--- src/rtl/lfsr_prng_gen.sv ---
// Pseudo-random word generator: a Fibonacci or Galois LFSR collects OUT_W shifted-out bits per word
// and hands each word over a valid/ready handshake. It also provides run control, seed loading and wrap detection.
module lfsr_prng_gen #(
  parameter int            N     = 16,
  parameter logic [N-1:0]  TAPS  = 16'h002D,
  parameter logic [N-1:0]  INIT  = 16'h0001,
  parameter bit            MODE  = 1'b0,
  parameter int            OUT_W = 4
) (
  input  logic             clk,
  input  logic             rst,
  input  logic             start,
  input  logic             stop,
  input  logic             seed_load,
  input  logic [N-1:0]     seed,
  input  logic             out_ready,
  output logic             out_valid,
  output logic [OUT_W-1:0] out_data,
  output logic [N-1:0]     lfsr_state,
  output logic             lockup,
  output logic             wrapped
);

  localparam int            CW   = $clog2(OUT_W) + 1;
  localparam logic [CW-1:0] LAST = CW'(OUT_W - 1);

  typedef enum logic [1:0] {IDLE = 2'd0, FILL = 2'd1, VALID = 2'd2} fsm_t;

  fsm_t             fsm_r, fsm_s;
  logic             run_r, run_s;
  logic [CW-1:0]    bit_cnt_r, bit_cnt_s;
  logic [OUT_W-1:0] acc_r, acc_s;
  logic [N-1:0]     state_r, state_s, seed_q_r, seed_q_s, step_s, seed_fix_s;
  logic [OUT_W-1:0] out_data_r, out_data_s;
  logic             out_valid_r, out_valid_s, lockup_r, lockup_s, wrapped_r, wrapped_s;

  function automatic logic [N-1:0] lfsr_step(input logic [N-1:0] s);
    if (MODE == 1'b0) begin
      lfsr_step = {^(s & TAPS), s[N-1:1]};
    end else begin
      lfsr_step = {1'b0, s[N-1:1]} ^ (s[0] ? TAPS : {N{1'b0}});
    end
  endfunction

  // next-state logic for the FSM, LFSR, accumulator and status pulses
  always_comb begin
    fsm_s       = fsm_r;
    run_s       = run_r;
    bit_cnt_s   = bit_cnt_r;
    acc_s       = acc_r;
    state_s     = state_r;
    seed_q_s    = seed_q_r;
    out_data_s  = out_data_r;
    out_valid_s = out_valid_r;
    lockup_s    = 1'b0;
    wrapped_s   = 1'b0;
    step_s      = lfsr_step(state_r);
    seed_fix_s  = (seed == {N{1'b0}}) ? INIT : seed;
    if (seed_load) begin
      // a zero seed would freeze the register, so fall back to INIT and flag it
      state_s     = seed_fix_s;
      seed_q_s    = seed_fix_s;
      lockup_s    = (seed == {N{1'b0}});
      fsm_s       = IDLE;
      run_s       = 1'b0;
      out_valid_s = 1'b0;
      bit_cnt_s   = {CW{1'b0}};
      acc_s       = {OUT_W{1'b0}};
    end else begin
      if (stop) begin
        run_s = 1'b0;
      end else if (start) begin
        run_s = 1'b1;
      end else begin
        run_s = run_r;
      end
      case (fsm_r)
        IDLE: begin
          if (start && !stop) begin
            fsm_s     = FILL;
            bit_cnt_s = {CW{1'b0}};
          end else begin
            fsm_s = IDLE;
          end
        end
        FILL: begin
          state_s   = step_s;
          wrapped_s = (step_s == seed_q_r);
          for (int i = 0; i < OUT_W; i++) begin
            if (CW'(i) == bit_cnt_r) begin
              acc_s[i] = state_r[0];
            end else begin
              acc_s[i] = acc_r[i];
            end
          end
          if (bit_cnt_r == LAST) begin
            fsm_s       = VALID;
            out_data_s  = acc_s;
            out_valid_s = 1'b1;
            bit_cnt_s   = {CW{1'b0}};
          end else begin
            bit_cnt_s = bit_cnt_r + CW'(1);
          end
        end
        VALID: begin
          if (out_ready) begin
            out_valid_s = 1'b0;
            fsm_s       = run_s ? FILL : IDLE;
          end else begin
            fsm_s = VALID;
          end
        end
        default: begin
          fsm_s       = IDLE;
          run_s       = 1'b0;
          out_valid_s = 1'b0;
        end
      endcase
    end
  end

  // state registers with synchronous reset
  always_ff @(posedge clk) begin
    if (rst) begin
      fsm_r       <= IDLE;
      run_r       <= 1'b0;
      bit_cnt_r   <= {CW{1'b0}};
      acc_r       <= {OUT_W{1'b0}};
      state_r     <= INIT;
      seed_q_r    <= INIT;
      out_data_r  <= {OUT_W{1'b0}};
      out_valid_r <= 1'b0;
      lockup_r    <= 1'b0;
      wrapped_r   <= 1'b0;
    end else begin
      fsm_r       <= fsm_s;
      run_r       <= run_s;
      bit_cnt_r   <= bit_cnt_s;
      acc_r       <= acc_s;
      state_r     <= state_s;
      seed_q_r    <= seed_q_s;
      out_data_r  <= out_data_s;
      out_valid_r <= out_valid_s;
      lockup_r    <= lockup_s;
      wrapped_r   <= wrapped_s;
    end
  end

  assign out_valid  = out_valid_r;
  assign out_data   = out_data_r;
  assign lfsr_state = state_r;
  assign lockup     = lockup_r;
  assign wrapped    = wrapped_r;

endmodule
--- config.mk ---
export PLATFORM = sky130hd
export DESIGN_NAME = lfsr_prng_gen
export DESIGN_NICKNAME = d
export VERILOG_FILES = /design/src/rtl/lfsr_prng_gen.sv
export SDC_FILE = /design/constraint.sdc
export NUM_CORES = 1
export LEC_CHECK = 0
export BUFFER_PORTS_ARGS = -buffer_cell sky130_fd_sc_hd__buf_2
export CAP_MARGIN = 10
export CELL_PAD_IN_SITES_DETAIL_PLACEMENT = 2
export CELL_PAD_IN_SITES_GLOBAL_PLACEMENT = 2
export CORE_UTILIZATION = 35
export CTS_CLUSTER_DIAMETER = 120
export DETAILED_ROUTE_END_ITERATION = 8
export MAX_ROUTING_LAYER = met4
export PLACE_DENSITY_LB_ADDON = 0.12
export RECOVER_POWER = 50
export SKIP_LAST_GASP = 1
export SYNTH_ARGS = -nofsm -noshare
export SYNTH_HDL_FRONTEND = slang
export SYNTH_SLANG_ARGS = --single-unit
--- constraint.sdc ---
create_clock -name clk -period 2.3 [get_ports clk]
set_clock_uncertainty 0.15 [all_clocks]
set_input_delay 0.115 -clock clk [delete_from_list [all_inputs] [get_ports clk]]
set_output_delay 0.115 -clock clk [all_outputs]
set_load 0.01 [all_outputs]
==> flow_summary.ini <==
[outcome]
run_status = finished clean

[synth]
synth_compound_area_frac = 0.2190
synth_top_area_cell = dfxtp_1
mapped_area_sq_um = 2217
synthDistinctLibCells = 45
synth.top_cells.by_area = dfxtp_1 (43%), nand2_1 (7.6%), a21oi_1 (5.0%)
postSynth.topFlopCell = dfxtp_1
yosysSeqAreaShare = 0.4334
syn-instance-count = 249
yosys-top-cells-count = dfxtp_1 (48), nand2_1 (45), a21oi_1 (22)
synth_adder_area_share = 0.02257
ys_seq_elements = 48
synthMuxAreaShare = 0.01354
netlist.area_leader.share = 0.4334
number_of_synthesized_flops_with_an_enable_pin = 0
synth_warnings = 0
synth_top_family_by_area = compound AO/OA/AOI/OAI gates
post_synth_xor_area_fraction = 0.07506
synth-simple-area-share = 0.1891
yosys.cell_count.top_type = dfxtp_1
syn-mean-instance-area_sq_um = 8.904
mappedNetlistNets = 275
postSynth.asyncResetShare = 0

[timing]
maxClockFrequency_ghz = 0.4609
period_needed_ns = 2.169
fin_tns_setup_ns = 0
worst_slew_pin_slew_ns = 0.7313
finalHoldViolCount = 0
setup_ws_ns = 0.1305
rsz0062_at_grt = false
remaining_max_slew_budget_at_the_tightest_pin = 0.5124
final_min_period_over_clock_period = 0.9432
report.final.setup_viol = 0
report.final.slew_viol_count = 0

[place]
dpl.hpwl_mm = 4.461
port-buffer-count = 44
dpl_worst_slack_ns = 0.4754
post-place-cells = 354
gpl.final_weighted_congestion = 0.7344

[layout]
n_fill_cell = 711
area.growth.synth_to_final_pct = 21.78
finalNonFillerCells = 380
drive_gt1_frac = 0.1311
multiInputGateArea_sq_um = 1151
final-seq-area_sq_um = 960.9
antenna_cells_inserted = 0
num-nets-final = 330

[clocking]
clk_pin_slew_ns = 0.09
numCtsBuffers = 5
cts-htree-levels = 2
post_cts_buffers = 0
clk_latency_ns = 0.31
clock_path_buffers = 2
root_buffer = clkbuf_8
tritoncts_clock_tree = built
tritoncts_num_sinks = 48

[route]
antenna_violating_nets_post_route = 0
vias = 2050
final_routed_wirelength_across_all_metal_layers_mm = 6.801
total_drc_errors_in_the_routed_layout = 0
wire_per_inst_microns = 17.90
drt_pre_antenna_iters = 4
dr_iter_0_viols = 80
viasPerCell = 5.395

[global_route]
grt_max_degree = 40
globalRoute.totalOverflow = 0
grt_antenna_before_repair = 0
global_route.usage.total = 0.2277
first_pass_grt_wire_length_mm = 10.92
first_global_vias = 2162

[pwr]
combinational_share_of_power = 0.135
p_seq_frac = 0.542
power_leakage_nw = 1.050
netSwitchingFraction = 0.2736
p_clk_frac = 0.323
design_power_total_mw = 1.665
powerDensity_nw_per_um2 = 616.7
ir_worst_vdd_mv = 0.2990
p_int_mw = 1.210
p_sw_uw = 455.7

[worst_setup_path]
rrSetupSlack_ns = 0.42
reg2reg_depth = 5
endpoint_of_the_lowest_slack_register_to_register_path = wrapped$_SDFF_PP0_
endpoint_kind = flip-flop
timing.critical_path.required_ns = 2.36
timing.setup.critical_path_class = input port to flip-flop
worst-path-max-fanout = 14
cp-start-kind = input port
rr_startpoint = fsm_r[0]$_SDFFE_PP0P_
critPathArrivalTime_ns = 2.23

[min_path]
worst_hold_path_startpoint = seed[0]
min_to = lockup$_SDFF_PP0_
hold-path-cell-count = 4
hold_path.class = input port to flip-flop

[floorplan]
top_level_ports = 45
floorplan.initialDensity = 0.3679
placement_rows = 28
fp.dieW_microns = 81.59
floorplan.die_area_sq_um = 6657
placeable_core_region_sq_um = 6026
chip_height_microns = 81.59

[job]
drv_cap = 0
[cell type report]
type / instances / share of cell area
repair buffers: 65 / 0.1446
multi-input cells: 181 / 0.4263
clock inverters: 2 / 0.003707
clock buffers: 6 / 0.03058
flip-flops and latches: 48 / 0.3559
well taps: 75 / 0.03475
inverters: 3 / 0.004171
[critical path, cell delays in order]
cell,delay [ns]
dlygate4sd3_1,0.54
buf_2,0.15
nor4_1,0.50
nand4_1,0.23
and3b_1,0.41
a22o_2,0.28
[power groups by stage]
| stage | Clock (mW) | Sequential [mW] | Combinational [mW] |
|---|---|---|---|
| 2_1_floorplan | 0 | 0.919 | 0.128 |
| 3_3_place_gp | 0 | 0.922 | 0.199 |
| 3_5_place_dp | 0 | 0.923 | 0.205 |
| 4_1_cts | 0.560 | 0.904 | 0.229 |
| 5_1_grt | 0.589 | 0.909 | 0.248 |
| 6_report | 0.537 | 0.903 | 0.225 |
[metal layers]
metal / track usage / part of all wire / vias up
met5: - / 0 / -
li1: - / - / 979
met4: 0.05439 / 0.013 / 0
met3: 0.04222 / 0.034 / 10
met2: 0.3683 / 0.46 / 43
met1: 0.2936 / 0.49 / 1018
[flip-flops by register name, indices dropped and copies added, names as in the netlist]
name and cells:
lfsr_state 16, seed_q_r 16, out_data 4, acc_r 3
bit_cnt_r 3, fsm_r 2, lockup 1, out_valid 1
run_r 1, wrapped 1
[cells in the final DEF, fill, tap and decap left out, drive strengths merged, types with 4 or more instances in the layout]
| cell | synthesis | layout |
|---|---|---|
| o21ai | 4 | 4 |
| nor2 | 11 | 11 |
| a21oi | 22 | 22 |
| dlygate4sd3 | 0 | 18 |
| ha | 4 | 4 |
| a211oi | 4 | 4 |
| nor4 | 6 | 6 |
| xor2 | 10 | 10 |
| a22o | 14 | 14 |
| clkbuf | 6 | 31 |
| nor2b | 4 | 4 |
| nand2 | 45 | 45 |
| buf | 11 | 22 |
| a21o | 14 | 14 |
| xnor2 | 9 | 9 |
| dfxtp | 48 | 48 |
[per-stage QoR]
step	area, sq um	utilization	hold WS [ns]
global route	2700	0.4481	0.1086
floorplan	2217	-	0.05654
detailed placement	2460	0.4082	0.1792
finish	2700	0.4481	0.1061
CTS	2733	0.4535	0.04481
global placement	2460	0.4082	0.1685
[cells by family after synthesis]
kind of cell | after synthesis
flops | 48
mux | 3
compound gates | 69
xor+xnor | 19
buf+inv | 20
simple gates | 86
fa+ha+maj | 4
[how the worst max path moves through the flow]
stage                                   start                         to  slack [ns]  cells past startpoint
finish                               seed[11]   seed_q_r[1]$_SDFFE_PP0P_        0.13                      6
global route                         seed[11]   seed_q_r[2]$_SDFFE_PP0P_        0.08                      6
detailed placement  bit_cnt_r[1]$_SDFFE_PP0P_   out_data[1]$_SDFFE_PP0P_        0.48                      5
CTS                                   seed[4]   seed_q_r[4]$_SDFFE_PP0P_        0.19                      6
global placement                      seed[4]   seed_q_r[2]$_SDFFE_PP0P_        0.56                      5
floorplan               fsm_r[0]$_SDFFE_PP0P_  bit_cnt_r[0]$_SDFFE_PP0P_        0.80                      4
[what timing repair did]
action                                 in CTS  in global routing
endpoints found under the hold margin      34                  0
hold buffers                               18                  0
setup endpoints to repair                   0                  0
gates resized for setup                     0                  0
Note: power is estimated with default switching activity, not from simulation.
